### src/rtl/bar_pkg.sv
// Shared definitions for the bar link: word width, word type and the
// modular accumulate helper used by the sink's counter and checksum.
package bar_pkg;

    localparam int BAR_DATA_W = 32;

    typedef logic [BAR_DATA_W-1:0] bar_data_t;

    // Modular add that only takes effect when en is set; the carry out of
    // the top bit is discarded so results wrap naturally.
    function automatic bar_data_t bar_acc(input bar_data_t acc,
                                          input bar_data_t inc,
                                          input logic      en);
        bar_data_t res;
        res = en ? (acc + inc) : acc;
        return res;
    endfunction

endpackage

### src/rtl/bar.sv
// The bar link: one data word with a valid/ready handshake. The producer
// side uses modport out, the consumer side uses modport in.
interface bar;

    bar_pkg::bar_data_t data;
    logic               valid;
    logic               ready;

    modport in  (input  data, input  valid, output ready);
    modport out (output data, output valid, input  ready);

endinterface

### src/rtl/bar_sink_fifo.sv
// Generic first-word-fall-through FIFO. Pointers carry one extra wrap bit
// so full and empty can be told apart without a separate counter.
module bar_sink_fifo #(
    parameter int  DEPTH = 4,
    parameter type T     = logic [31:0]
) (
    input  logic                       clk_i,
    input  logic                       rst_ni,
    input  logic                       flush_i,
    input  logic                       push_i,
    input  logic                       pop_i,
    input  T                           wdata_i,
    output T                           rdata_o,
    output logic                       full_o,
    output logic                       empty_o,
    output logic [$clog2(DEPTH):0]     level_o
);

    localparam int AW = $clog2(DEPTH);

    logic [AW:0] wptr_q, wptr_d;
    logic [AW:0] rptr_q, rptr_d;
    T            mem_q [DEPTH];
    logic        push_eff;
    logic        pop_eff;

    assign empty_o  = (wptr_q == rptr_q);
    assign full_o   = (wptr_q[AW] != rptr_q[AW]) &&
                      (wptr_q[AW-1:0] == rptr_q[AW-1:0]);

    // A flush wins over everything; a push into a full FIFO or a pop from
    // an empty one is dropped here so callers need not gate them.
    assign push_eff = push_i && !full_o  && !flush_i;
    assign pop_eff  = pop_i  && !empty_o && !flush_i;

    assign level_o  = wptr_q - rptr_q;
    assign rdata_o  = empty_o ? '0 : mem_q[rptr_q[AW-1:0]];

    // Next pointer values: flush to zero, otherwise advance on accepted ops.
    always_comb begin
        wptr_d = wptr_q;
        rptr_d = rptr_q;
        if (flush_i) begin
            wptr_d = '0;
            rptr_d = '0;
        end else begin
            if (push_eff) wptr_d = wptr_q + {{AW{1'b0}}, 1'b1};
            if (pop_eff)  rptr_d = rptr_q + {{AW{1'b0}}, 1'b1};
        end
    end

    // Pointer registers; reset empties the FIFO immediately.
    always_ff @(posedge clk_i or negedge rst_ni) begin
        if (!rst_ni) begin
            wptr_q <= '0;
            rptr_q <= '0;
        end else begin
            wptr_q <= wptr_d;
            rptr_q <= rptr_d;
        end
    end

    // Storage array; contents are only meaningful behind the pointers, so
    // it carries no reset.
    always_ff @(posedge clk_i) begin
        if (push_eff) begin
            mem_q[wptr_q[AW-1:0]] <= wdata_i;
        end
    end

endmodule

### src/rtl/bar_sink.sv
// Receiving end of a bar link: accepts words into a small FWFT FIFO that
// drains through a local pop port, and tracks a transfer count and a
// running modular checksum of accepted words.
module bar_sink
    import bar_pkg::*;
#(
    parameter int DEPTH = 4,
    parameter int CNT_W = 16
) (
    input  logic                   clk_i,
    input  logic                   rst_ni,
    bar.in                         x,
    input  logic                   clear_i,
    input  logic                   pop_i,
    output bar_data_t              rdata_o,
    output logic                   rvalid_o,
    output logic [$clog2(DEPTH):0] level_o,
    output logic [CNT_W-1:0]       xfer_cnt_o,
    output bar_data_t              sum_o
);

    logic             full;
    logic             empty;
    logic             ready;
    logic             push;
    logic [CNT_W-1:0] cnt_q, cnt_d;
    bar_data_t        sum_q, sum_d;

    // Ready depends only on registered occupancy and clear, so there is no
    // combinational path from pop_i or x.valid, and a full FIFO stays
    // closed even when it is being popped in the same cycle.
    assign ready    = !full && !clear_i;
    assign x.ready  = ready;
    assign push     = x.valid && ready;
    assign rvalid_o = !empty;

    bar_sink_fifo #(
        .DEPTH (DEPTH),
        .T     (bar_data_t)
    ) u_fifo (
        .clk_i   (clk_i),
        .rst_ni  (rst_ni),
        .flush_i (clear_i),
        .push_i  (push),
        .pop_i   (pop_i),
        .wdata_i (x.data),
        .rdata_o (rdata_o),
        .full_o  (full),
        .empty_o (empty),
        .level_o (level_o)
    );

    // Counter and checksum update; the counter reuses the 32-bit helper and
    // is truncated back to CNT_W, which gives wrap modulo 2^CNT_W.
    always_comb begin
        cnt_d = cnt_q;
        sum_d = sum_q;
        if (clear_i) begin
            cnt_d = '0;
            sum_d = '0;
        end else begin
            cnt_d = CNT_W'(bar_acc(bar_data_t'(cnt_q), 32'd1, push));
            sum_d = bar_acc(sum_q, x.data, push);
        end
    end

    // Counter and checksum registers.
    always_ff @(posedge clk_i or negedge rst_ni) begin
        if (!rst_ni) begin
            cnt_q <= '0;
            sum_q <= '0;
        end else begin
            cnt_q <= cnt_d;
            sum_q <= sum_d;
        end
    end

    assign xfer_cnt_o = cnt_q;
    assign sum_o      = sum_q;

endmodule

### src/flat_wrapper.sv
// flat-port wrapper written by rule: the top's interface ports become plain ports
module bar_sink_flat import bar_pkg::*;
#(
    parameter int DEPTH = 4,
    parameter int CNT_W = 16
)
  (clk_i, rst_ni, clear_i, pop_i, rdata_o, rvalid_o, level_o, xfer_cnt_o, sum_o, x_data, x_valid, x_ready);
  bar x_i ();
  input  logic clk_i;
  input  logic rst_ni;
  input  logic clear_i;
  input  logic pop_i;
  output bar_data_t rdata_o;
  output logic rvalid_o;
  output logic [$clog2(DEPTH):0] level_o;
  output logic [CNT_W-1:0] xfer_cnt_o;
  output bar_data_t sum_o;
  input wire logic [$bits(x_i.data)-1:0] x_data;
  input wire logic [$bits(x_i.valid)-1:0] x_valid;
  output wire logic [$bits(x_i.ready)-1:0] x_ready;
  assign x_i.data = x_data;
  assign x_i.valid = x_valid;
  assign x_ready = x_i.ready;
  bar_sink #(.DEPTH(DEPTH), .CNT_W(CNT_W)) u_core (.clk_i(clk_i), .rst_ni(rst_ni), .x(x_i), .clear_i(clear_i), .pop_i(pop_i), .rdata_o(rdata_o), .rvalid_o(rvalid_o), .level_o(level_o), .xfer_cnt_o(xfer_cnt_o), .sum_o(sum_o));
endmodule
### config.mk
export PLATFORM = sky130hd
export DESIGN_NAME = bar_sink_flat
export DESIGN_NICKNAME = d
export VERILOG_FILES = /design/src/rtl/bar_pkg.sv /design/src/rtl/bar.sv /design/src/rtl/bar_sink_fifo.sv /design/src/rtl/bar_sink.sv /design/src/flat_wrapper.sv
export SDC_FILE = /design/constraint.sdc
export NUM_CORES = 1
export LEC_CHECK = 0
export CAP_MARGIN = 25
export CORE_MARGIN = 2
export CORE_UTILIZATION = 50
export CTS_CLUSTER_DIAMETER = 200
export DETAILED_ROUTE_END_ITERATION = 16
export PLACE_DENSITY = 0.79
export SLEW_MARGIN = 40
export SYNTH_ARGS = -nofsm -noshare
export SYNTH_HDL_FRONTEND = slang
export SYNTH_SLANG_ARGS = --single-unit
### constraint.sdc
create_clock -name clk_i -period 2.93 [get_ports clk_i]
set_input_delay 0.586 -clock clk_i [delete_from_list [all_inputs] [get_ports clk_i]]
set_output_delay 0.586 -clock clk_i [all_outputs]
set_load 0.1 [all_outputs]
==> results by group, run 1 <==
Outcome
  – Status: finished, final reports clean

Timing
  – Final clock skew: 0.00744 ns
  – F_max: between 0.3 and 0.4 GHz
  – Setup TNS: 0 ns
  – Max_slew headroom: 0.601
  – Pins Over Slew Limit: 0
  – Hold slack: 0.0936 ns
  – Worst Tran Pin Value: between 0.5 and 0.6 ns
  – Final setup violation count: 0
  – Min Tclk post-route: between 2 and 3 ns
  – Final Hold Fails: 0
  – Fin crit share: 0.967

Placed design
  – Global placement routability congestion: 0.940
  – Post-DP HPWL: 15700 µm
  – Port bufs: ~120

Floorplanning
  – Die W: roughly 140 µm
  – Num ports: around 120
  – Core Area: 17400 µm²
  – Chip height: between 100 and 150 µm
  – Row count: 48
  – Die footprint: approximately 19000 µm²
  – Initial Util: 0.514

Clock tree
  – Clock-pin slew on the worst setup and hold paths: approximately 0.070 ns
  – TritonCTS Sinks: between 150 and 200
  – Deepest clock path buffer count: 2
  – Post-CTS Setup Inserts: 0
  – Hold_buf cts: 0
  – Root buf cell: clkbuf_16
  – Clock buffers created by TritonCTS: 17
  – Clk_lat worst skew: ~0.43 ns
  – CTS tree: yes
  – # H-tree levels: 4

Final layout
  – Antenna diode count: 0
  – Layout area overhead: 35.2%
  – Layout cell share with drive strength beyond 1: 0.364
  – Nets: about 960

Worst setup path
  – Worst Setup End Kind: flip-flop
  – Worst setup SP type: input port
  – WP data required: 3.28 ns
  – Crit Path Max Fanout: 3
  – Worst path arrival time: approximately 3.2 ns
  – Worst r2r path cells: 13
  – Critical path type: input port to flip-flop

Synth
  – Synthesized instance count: 679
  – Most used DFF post-synth: edfxtp_1
  – Ys Warns: 0
  – Mean cell area of the mapped netlist: between 10 and 15 µm²
  – Post-synth EDFFs: ~130
  – Sequential share of the synthesized area: 0.582
  – Yosys cell types: 60
  – Syn Nets: approximately 760
  – Mapped Area: 8930 µm²
  – Asr flop ratio synth: 0.297
  – Seq cells post-synth: between 150 and 200

Power and ir drop
  – Static leakage: ~5.0 nW
  – Worst vdd ir: between 500 and 600 µV
  – Power Dens Cells: slightly above 800 nW/µm²
  – Total power: approximately 9.7 mW

Routing
  – DRC violations left: 0
  – Via Count: approximately 6400
  – Routed vias/inst: approximately 5.7
  – DR iter-0 viols: between 400 and 500
  – ANT nets after route: 0
  – WL/cell: 20.1 µm
  – WL final: 22600 µm
  – Drt first pass iters: 5

GRT
  – Overflow after GRT: 0
  – Grt peak-use layer: met2
  – Initial antenna violation count: 0
  – Largest net degree at the start of global routing: between 50 and 60
  – Vias in the first global route: about 6600
  – M1 GR Usage: 0.316
  – Grt met2 use: 0.426
  – First-pass GRT wire length: between 30000 and 40000 µm
  – Gr usage total: 0.249
  – Met3 usage: 0.0530

Hold path
  – HP Class: input port to async pin

Run
  – Max Cap Viol: 0
worst max-delay path: stages:
cell and delay (ns):
clkdlybuf4s50_1 0.46, ha_1 0.34, and2_1 0.19, buf_4 0.14, a221oi_4 0.33, a21oi_4 0.10, a21o_1 0.21, a311oi_2 0.24
xor2_1 0.13, or3_1 0.32, a21oi_1 0.15
cells by family after synthesis:
family / count (synthesis) / share of synthesized area
AO/OA/AOI/OAI: 132 / 0.104
multiplexers: 33 / 0.0818
XOR/XNOR: 40 / 0.0392
buffers and inverters: 50 / 0.0213
flip-flops: 182 / 0.582
AND/OR/NAND/NOR: 201 / 0.113
adder cells (fa/ha/maj): 41 / 0.0591
metal layers:
layer,up-vias,share of wire
met5,-,0
met4,0,0.019
li1,2942,-
met2,227,0.51
met1,3228,0.40
met3,31,0.065
what timing repair did:
| item | in CTS | in global routing |
|---|---|---|
| pin swaps | 1 | 6 |
| gates resized for setup | 7 | 13 |
| setup endpoints to repair | 8 | 14 |
layout by cell type (no fill, tap or decap), drive strengths merged, types with 3 or more instances in the layout:
cell type and count:
buf 185, edfxtp 128, nand2 60, dfrtp 54
a21oi 51, nor2 41, ha 39, and2 37
mux4 32, clkdlybuf4s50 26, a21o 24, xor2 24
nand3 22, inv 22, o21ai 22, clkbuf 19
xnor2 16, and3 10, nand4 7, clkinv 7
nor3 6, a211oi 5, or3 5, dlymetal6s2s 5
a31oi 4, o21bai 4, bufinv 3, and4 3
nor2b 3, o311ai 3, a221oi 3
area by class of cell:
class	count	area, µm²
Fill cell	1117	5280
Sequential cell	182	5230
Multi-Input combinational cell	447	3690
Timing Repair Buffer	219	2200
Clock buffer	19	433
Tap cell	225	282
Clock inverter	13	173
Inverter	19	71.3
cell usage after synthesis (8+ instances only):
master | n | area [µm²]
dfrtp_1 | 54 | 1350
ha_1 | 39 | 488
mux4_2 | 32 | 721
o21ai_0 | 10 | 50.1
edfxtp_1 | 128 | 3840
buf_1 | 8 | 30.0
o21ai_1 | 11 | 55.1
clkbuf_1 | 21 | 78.8
xnor2_1 | 16 | 140
and3_1 | 9 | 56.3
a21oi_1 | 50 | 250
inv_1 | 19 | 71.3
and2_1 | 37 | 231
nand3_1 | 22 | 110
xor2_1 | 24 | 210
nand2_1 | 60 | 225
nor2_1 | 41 | 154
a21o_1 | 24 | 180
power by group:
part / leakage, nW / switching [mW] / internal, mW
registers: 1.86 / 0.0947 / 2.89
logic: 2.81 / 2.82 / 1.60
clock network: 0.298 / 0.978 / 1.36
metrics by stage:
step / std cells / utilization / setup slack (ns) / instance area [µm²]
2_1_floorplan: 679 / - / -0.120 / 9040
3_3_place_gp: 1092 / 0.656 / -0.569 / 11400
3_5_place_dp: 1092 / 0.656 / -0.691 / 11400
4_1_cts: 1124 / 0.692 / 0.000387 / 12000
5_1_grt: 1124 / 0.696 / -0.00279 / 12100
6_report: 1124 / 0.696 / 0.0959 / 12100
worst paths after layout:
| path | from | to | slack (ns) |
|---|---|---|---|
| max reg2reg | u_core.sum_o[0] | u_core.sum_o[26] | 0.14 |
| min in group clk_i | x_data[16] | u_core.u_fifo.mem_q[0][16] | 0.49 |
| max in group asynchronous | rst_ni | u_core.sum_o[16] | 2.08 |
| min reg2reg | u_core.sum_o[23] | u_core.sum_o[23] | 0.55 |
| max | x_data[10] | u_core.sum_o[31] | 0.1 |
| min | rst_ni | u_core.xfer_cnt_o[2] | 0.09 |
sequential cells by signal, summed over array words and instances (netlist names):
register / cells
u_core.sum_o: 32
u_core.u_fifo.mem_q: 128
u_core.u_fifo.rptr_q: 3
u_core.u_fifo.wptr_q: 3
u_core.xfer_cnt_o: 16
Power figures use the tool's default switching activity.
==> run 2: changes to the inputs <==
CTS_CLUSTER_SIZE = 10   (was default)
==> results of run 2 <==
Final layout, timing and power as in run 1 (identical DEF).
